**config.mk**
```make
export PLATFORM = sky130hd
export DESIGN_NAME = router_fifo
export DESIGN_NICKNAME = d
export VERILOG_FILES = /design/src/rtl/router_pkg.sv /design/src/rtl/router_fifo_mem.sv /design/src/rtl/router_fifo.sv
export SDC_FILE = /design/constraint.sdc
export NUM_CORES = 1
export LEC_CHECK = 0
export ABC_CLOCK_PERIOD_IN_PS = 4990
export BUFFER_PORTS_ARGS = -buffer_cell sky130_fd_sc_hd__buf_2
export CORE_MARGIN = 2
export CORE_UTILIZATION = 55
export DETAILED_ROUTE_END_ITERATION = 16
export PLACE_DENSITY_LB_ADDON = 0.25
export SETUP_SLACK_MARGIN = 0.5
export SYNTH_ARGS = -nofsm -noshare
export SYNTH_HDL_FRONTEND = slang
export SYNTH_SLANG_ARGS = --single-unit
export TNS_END_PERCENT = 50
```
**constraint.sdc**
```tcl
create_clock -name clock -period 4.99 [get_ports clock]
set_clock_uncertainty 0.05 [all_clocks]
set_input_delay 0.998 -clock clock [delete_from_list [all_inputs] [get_ports clock]]
set_output_delay 0.998 -clock clock [all_outputs]
set_load 0.02 [all_outputs]
```
**src/rtl/router_pkg.sv**
```systemverilog
// Shared constants for the 1x3 router: byte width, header length field and FIFO sizing.
package router_pkg;
   localparam int WIDTH      = 8;
   localparam int LEN_MSB    = 7;
   localparam int LEN_LSB    = 2;
   localparam int LEN_CNT_W  = 7;
   localparam int FIFO_DEPTH = 16;
endpackage

```
**src/rtl/router_fifo_mem.sv**
```systemverilog
// Simple dual-port RAM for one router output FIFO: synchronous write, synchronous read.
// The read register has a clear so the FIFO can zero its data_out on reset or flush.
module router_fifo_mem #(
   parameter int DEPTH = 16,
   parameter int EW    = 9
) (
   input  logic                     clock,
   input  logic                     wr_en,
   input  logic [$clog2(DEPTH)-1:0] wr_addr,
   input  logic [EW-1:0]            wr_data,
   input  logic                     rd_en,
   input  logic [$clog2(DEPTH)-1:0] rd_addr,
   input  logic                     rd_clr,
   output logic [EW-1:0]            rd_data
);
   logic [EW-1:0] mem [DEPTH];

   always_ff @(posedge clock) begin
      if (wr_en) mem[wr_addr] <= wr_data;
   end

   always_ff @(posedge clock) begin
      if (rd_clr)     rd_data <= '0;
      else if (rd_en) rd_data <= mem[rd_addr];
   end
endmodule

```
**src/rtl/router_fifo.sv**
```systemverilog
// Per-port output FIFO of the 1x3 router. Stores {lfd_tag, byte} entries and tracks
// the remaining length of the packet being read out so ports can be sequenced.
module router_fifo #(
   parameter int DEPTH = router_pkg::FIFO_DEPTH,
   parameter int WIDTH = router_pkg::WIDTH
) (
   input  logic             clock,
   input  logic             reset,
   input  logic             soft_reset,
   input  logic             write_enb,
   input  logic             read_enb,
   input  logic             lfd_state,
   input  logic [WIDTH-1:0] data_in,
   output logic             full,
   output logic             empty,
   output logic             pkt_busy,
   output logic [WIDTH-1:0] data_out
);
   import router_pkg::*;

   localparam int AW = $clog2(DEPTH);

   logic [AW:0]           wr_ptr, rd_ptr;
   logic                  do_wr, do_rd, clr, rd_done;
   logic [WIDTH:0]        rd_q;
   logic [LEN_CNT_W-1:0]  len_reg, len_now;

   // Handshake: write_enb/read_enb are requests; a transfer happens on the edge where the
   // request is high and the FIFO is not full (write) / not empty (read), judged on the
   // pre-edge flags. A request that is not accepted has no effect at all.
   assign clr   = reset || soft_reset;
   assign empty = (wr_ptr == rd_ptr);
   assign full  = (wr_ptr[AW] != rd_ptr[AW]) && (wr_ptr[AW-1:0] == rd_ptr[AW-1:0]);
   assign do_wr = write_enb && !full;
   assign do_rd = read_enb && !empty;

   router_fifo_mem #(.DEPTH(DEPTH), .EW(WIDTH + 1)) u_mem (
      .clock   (clock),
      .wr_en   (do_wr && !clr),
      .wr_addr (wr_ptr[AW-1:0]),
      .wr_data ({lfd_state, data_in}),
      .rd_en   (do_rd),
      .rd_addr (rd_ptr[AW-1:0]),
      .rd_clr  (clr),
      .rd_data (rd_q)
   );

   assign data_out = rd_q[WIDTH-1:0];

   always_ff @(posedge clock) begin
      if (clr) begin
         wr_ptr  <= '0;
         rd_ptr  <= '0;
         rd_done <= 1'b0;
         len_reg <= '0;
      end else begin
         if (do_wr) wr_ptr <= wr_ptr + (AW + 1)'(1);
         if (do_rd) rd_ptr <= rd_ptr + (AW + 1)'(1);
         rd_done <= do_rd;
         len_reg <= len_now;
      end
   end

   // The read entry only exists in rd_q after the edge, so the count for that read is
   // folded in combinationally here and committed to len_reg on the following edge.
   always_comb begin
      len_now = len_reg;
      if (rd_done) begin
         if (rd_q[WIDTH])
            len_now = LEN_CNT_W'(rd_q[LEN_MSB:LEN_LSB]) + LEN_CNT_W'(1);
         else if (len_reg != '0)
            len_now = len_reg - LEN_CNT_W'(1);
      end
   end

   assign pkt_busy = (len_now != '0);
endmodule

```
==> run summary <==
Grouping stages by cell kind, the critical path spends the most delay in simple AND/OR/NAND/NOR gates. The initial utilization of the core area, before any placement, comes to 55.9%. Walking the worst path, the cells encountered are nor4_2 > a21oi_1 > a211oi_1 > nand3_1 > nor2b_1 > nand4_1 > buf_2. The top cell types in the final layout, fill and taps aside, are sky130_fd_sc_hd__edfxtp_1 (144), sky130_fd_sc_hd__mux4_2 (36), sky130_fd_sc_hd__nor2_1 (33), sky130_fd_sc_hd__dfxtp_1 (25), sky130_fd_sc_hd__buf_2 (24). In this run, placement finished with an instance count of 592. The row count was 41; the final critical delay including setup and external delays was 3.27 ns. Number of buffers added on ports: 24. The type of the most critical hold path was flip-flop to flip-flop. The post-synthesis cell type count is 43. The logs give 0 for the number of maximum-capacitance violations and 0 for the Yosys warning count. Wire length of the first global-routing pass: 22.0 mm.

The tools report the total track usage as 22.9%. At the pin with the least slew margin, the transition time is 0.834 ns. TritonCTS built the clock tree.

After detailed routing, the average wire length per cell comes to 22.7 um. The routed design uses 6.81 mm of met2 wire. The run gives 25 as the boundary pin count. After detailed routing, the met3 layer carries 893 um of wire.

In this run the cell area of the synthesized design comes to 0.00703 mm2. In this run the standard cell core region covers 0.0126 mm2. After clock tree synthesis, the repair step resized 0 gates. After clock tree synthesis, the clock-pin slew on the worst setup and hold paths is 0.06 ns. The later pin in the worst-skew pair is clocked with a latency of 0.43 ns. The wire-length estimate of the detail-placed layout is 9.43 mm. The tools report the number of global-route vias before repair as 3718. In this run the register-to-register setup slack is 2.02 ns.

The highest net fanout along the worst path works out to 6. The root buffer cell chosen for the clock tree is sky130_fd_sc_hd__clkbuf_16. The synthesized design devotes to its leading area cell type 61.5% of total area. After the flow finishes, the layout carries non-filler instances totaling 624. Number of antenna violations at the first check in global routing: 0. For the flip-flop and latch area, the log shows 0.00487 mm2. Setup repair after global routing left no endpoint under its margin.

The top metal layer carrying routed signals is met4. Final hold analysis gives a worst-case slack of 0.423 ns. The congestion estimate from routability-driven global placement came to 0.864. The post-route clock period utilization was 65.6%; the die boundary width was 117 um. IR analysis of the VDD net gives a maximum drop of 0.000293 V. The run gives 0 as the number of hold buffers added after CTS. The cell count after synthesis came out at 418. The number of remaining DRC errors is 0, and the number of detailed-route iterations in the first pass is 7.

The synthesized design spends more area on one cell type than any other, namely sky130_fd_sc_hd__edfxtp_1. After global routing the overflow that remains totals 0. The die covers 0.0137 mm2. The number of antenna-violating nets in the routed design was 0. The fraction of final layout cells sized beyond drive strength 1 was 23.9%; the number of flip-flops in the largest register was 144. After detailed placement, the total cell area comes to 0.00723 mm2. After synthesis, flip-flops and latches occupy 69.2% of the total area. For this design the static power due to leakage is 2.55 nW. In this run the power density over the cells is 373 mW/mm2.

Setup violations remaining at the end of the flow were counted as 0. After routing, the total negative slack on setup checks comes to 0 ns. In the final layout, the multi-input gates occupy 0.00194 mm2. The final count of pins violating max slew is 0, and the required time at the endpoint of the critical path is 3.94 ns. In this run the mean area of a mapped cell was 16.8 um2. By startpoint and endpoint, the worst setup path is classified as flip-flop to output pin. No sink is reached through more buffers than the 2 on the longest clock path. Headroom to the max-slew limit came out at 44.2%.

STA classifies the critical path startpoint as a flip-flop. Peak per-stage delay on the critical path: 0.42 ns. The H-tree was split into 4 levels. The number of filler instances in the final layout came out at 894.

The routed layout has 3784 vias. The number of hold violations in the final report was 0; the combined buffer and inverter count along the critical path was 1. 0 antenna diodes ended up in the layout. After the first detailed-routing iteration, the DRC count stood at 412. In this run the post-CTS setup repair buffer count came out at 0. For the largest net degree at the start of global routing, the log shows 41. The layout overhead on the synthesized area is 11.1%. The run finished with clean final reports. Counting every net in the synthesized netlist gives 440. The tools report the number of nets in the layout as 461.

The detailed-route wire length on metal 1 came out at 6.24 mm. After synthesis the netlist holds a flip-flop and latch count of 171. Sorting the synthesized cells by area gives the leading types as sky130_fd_sc_hd__edfxtp_1 (62%), sky130_fd_sc_hd__mux4_2 (12%), sky130_fd_sc_hd__dfxtp_1 (7.7%). The die span in y was 117 um; the post-route core utilization was 62.1%.

Total detailed-routing wirelength: 14.2 mm. Most common cell after layout, fill and taps aside: sky130_fd_sc_hd__edfxtp_1. Derived from the worst setup path, the maximum achievable clock frequency is 0.306 GHz. The clock net in this run drives a total of 171 sinks. Kind of end point of the critical path: an output pin. The critical-path cell with the highest stage delay was sky130_fd_sc_hd__nor4_2. The final non-filler cell area is 0.00781 mm2, and the arrival time at the worst endpoint is 2.23 ns. The number of buffers created by CTS came out at 17. In the routed layout, each cell is associated on average with a via count of 6.06.
[power by group]
group | switching [W] | internal [W] | leakage [nW]
clock network | 0.000576 | 0.000708 | 0.285
registers | 0.00000416 | 0.00155 | 1.51
logic | 0.0000493 | 0.0000236 | 0.748
total | 0.000630 | 0.00228 | 2.55
[routing by layer]
layer | up-vias | track usage, %
met2 | 165 | 35.0
met4 | 0 | 7.22
li1 | 1680 | -
met3 | 18 | 6.54
met5 | - | 0
met1 | 1921 | 32.5
[worst paths after layout]
path	from	to	cells past startpoint
worst max-delay path	len_reg[3]	pkt_busy	7
worst min-delay path	u_mem.rd_data[1]	u_mem.rd_data[1]	1
worst max register to register	rd_ptr[1]	u_mem.mem[8][7]	6
worst min register to register	u_mem.rd_data[1]	u_mem.rd_data[1]	1
[synth_stat cells (all sizes together)]
library cell	count
a211oi	1
a21boi	2
a21oi	16
a221oi	1
a22oi	18
a31o	9
a31oi	2
and2	4
and3	2
buf	22
clkbuf	7
dfxtp	27
edfxtp	144
ha	8
inv	8
mux2i	2
mux4	36
nand2	15
nand2b	2
nand3	12
nand3b	1
nand4	4
nand4bb	1
nor2	33
nor2b	4
nor3	7
nor3b	1
nor4	2
o211a	1
o21a	1
o21ai	3
o221ai	2
o32ai	1
or2	1
or2b	1
xnor2	4
xor2	13
[cells by family after synthesis]
logic type | count (synthesis) | share of synthesized area (%)
multiplexers | 38 | 11.8
adder cells (fa/ha/maj) | 8 | 1.42
XOR/XNOR | 17 | 2.12
AO/OA/AOI/OAI | 57 | 5.80
buffers and inverters | 37 | 3.13
AND/OR/NAND/NOR | 90 | 6.46
flip-flops | 171 | 69.2
[per-stage QoR]
stage,worst slack (ns),power [W]
6_report,1.72,0.00291
3_5_place_dp,2.05,0.00166
5_1_grt,1.47,0.00299
3_3_place_gp,2.07,0.00166
4_1_cts,1.71,0.00293
2_1_floorplan,2.37,0.00162
[area by class of cell]
| class | instances | share of cell area [%] |
|---|---|---|
| Sequential cell | 171 | 62.3 |
| Multi-Input combinational cell | 210 | 24.9 |
| Clock buffer | 17 | 5.45 |
| Tap cell | 172 | 2.76 |
| Timing Repair Buffer | 31 | 2.21 |
| Clock inverter | 15 | 2.00 |
| Inverter | 8 | 0.385 |
Power figures use the tool's default switching activity.
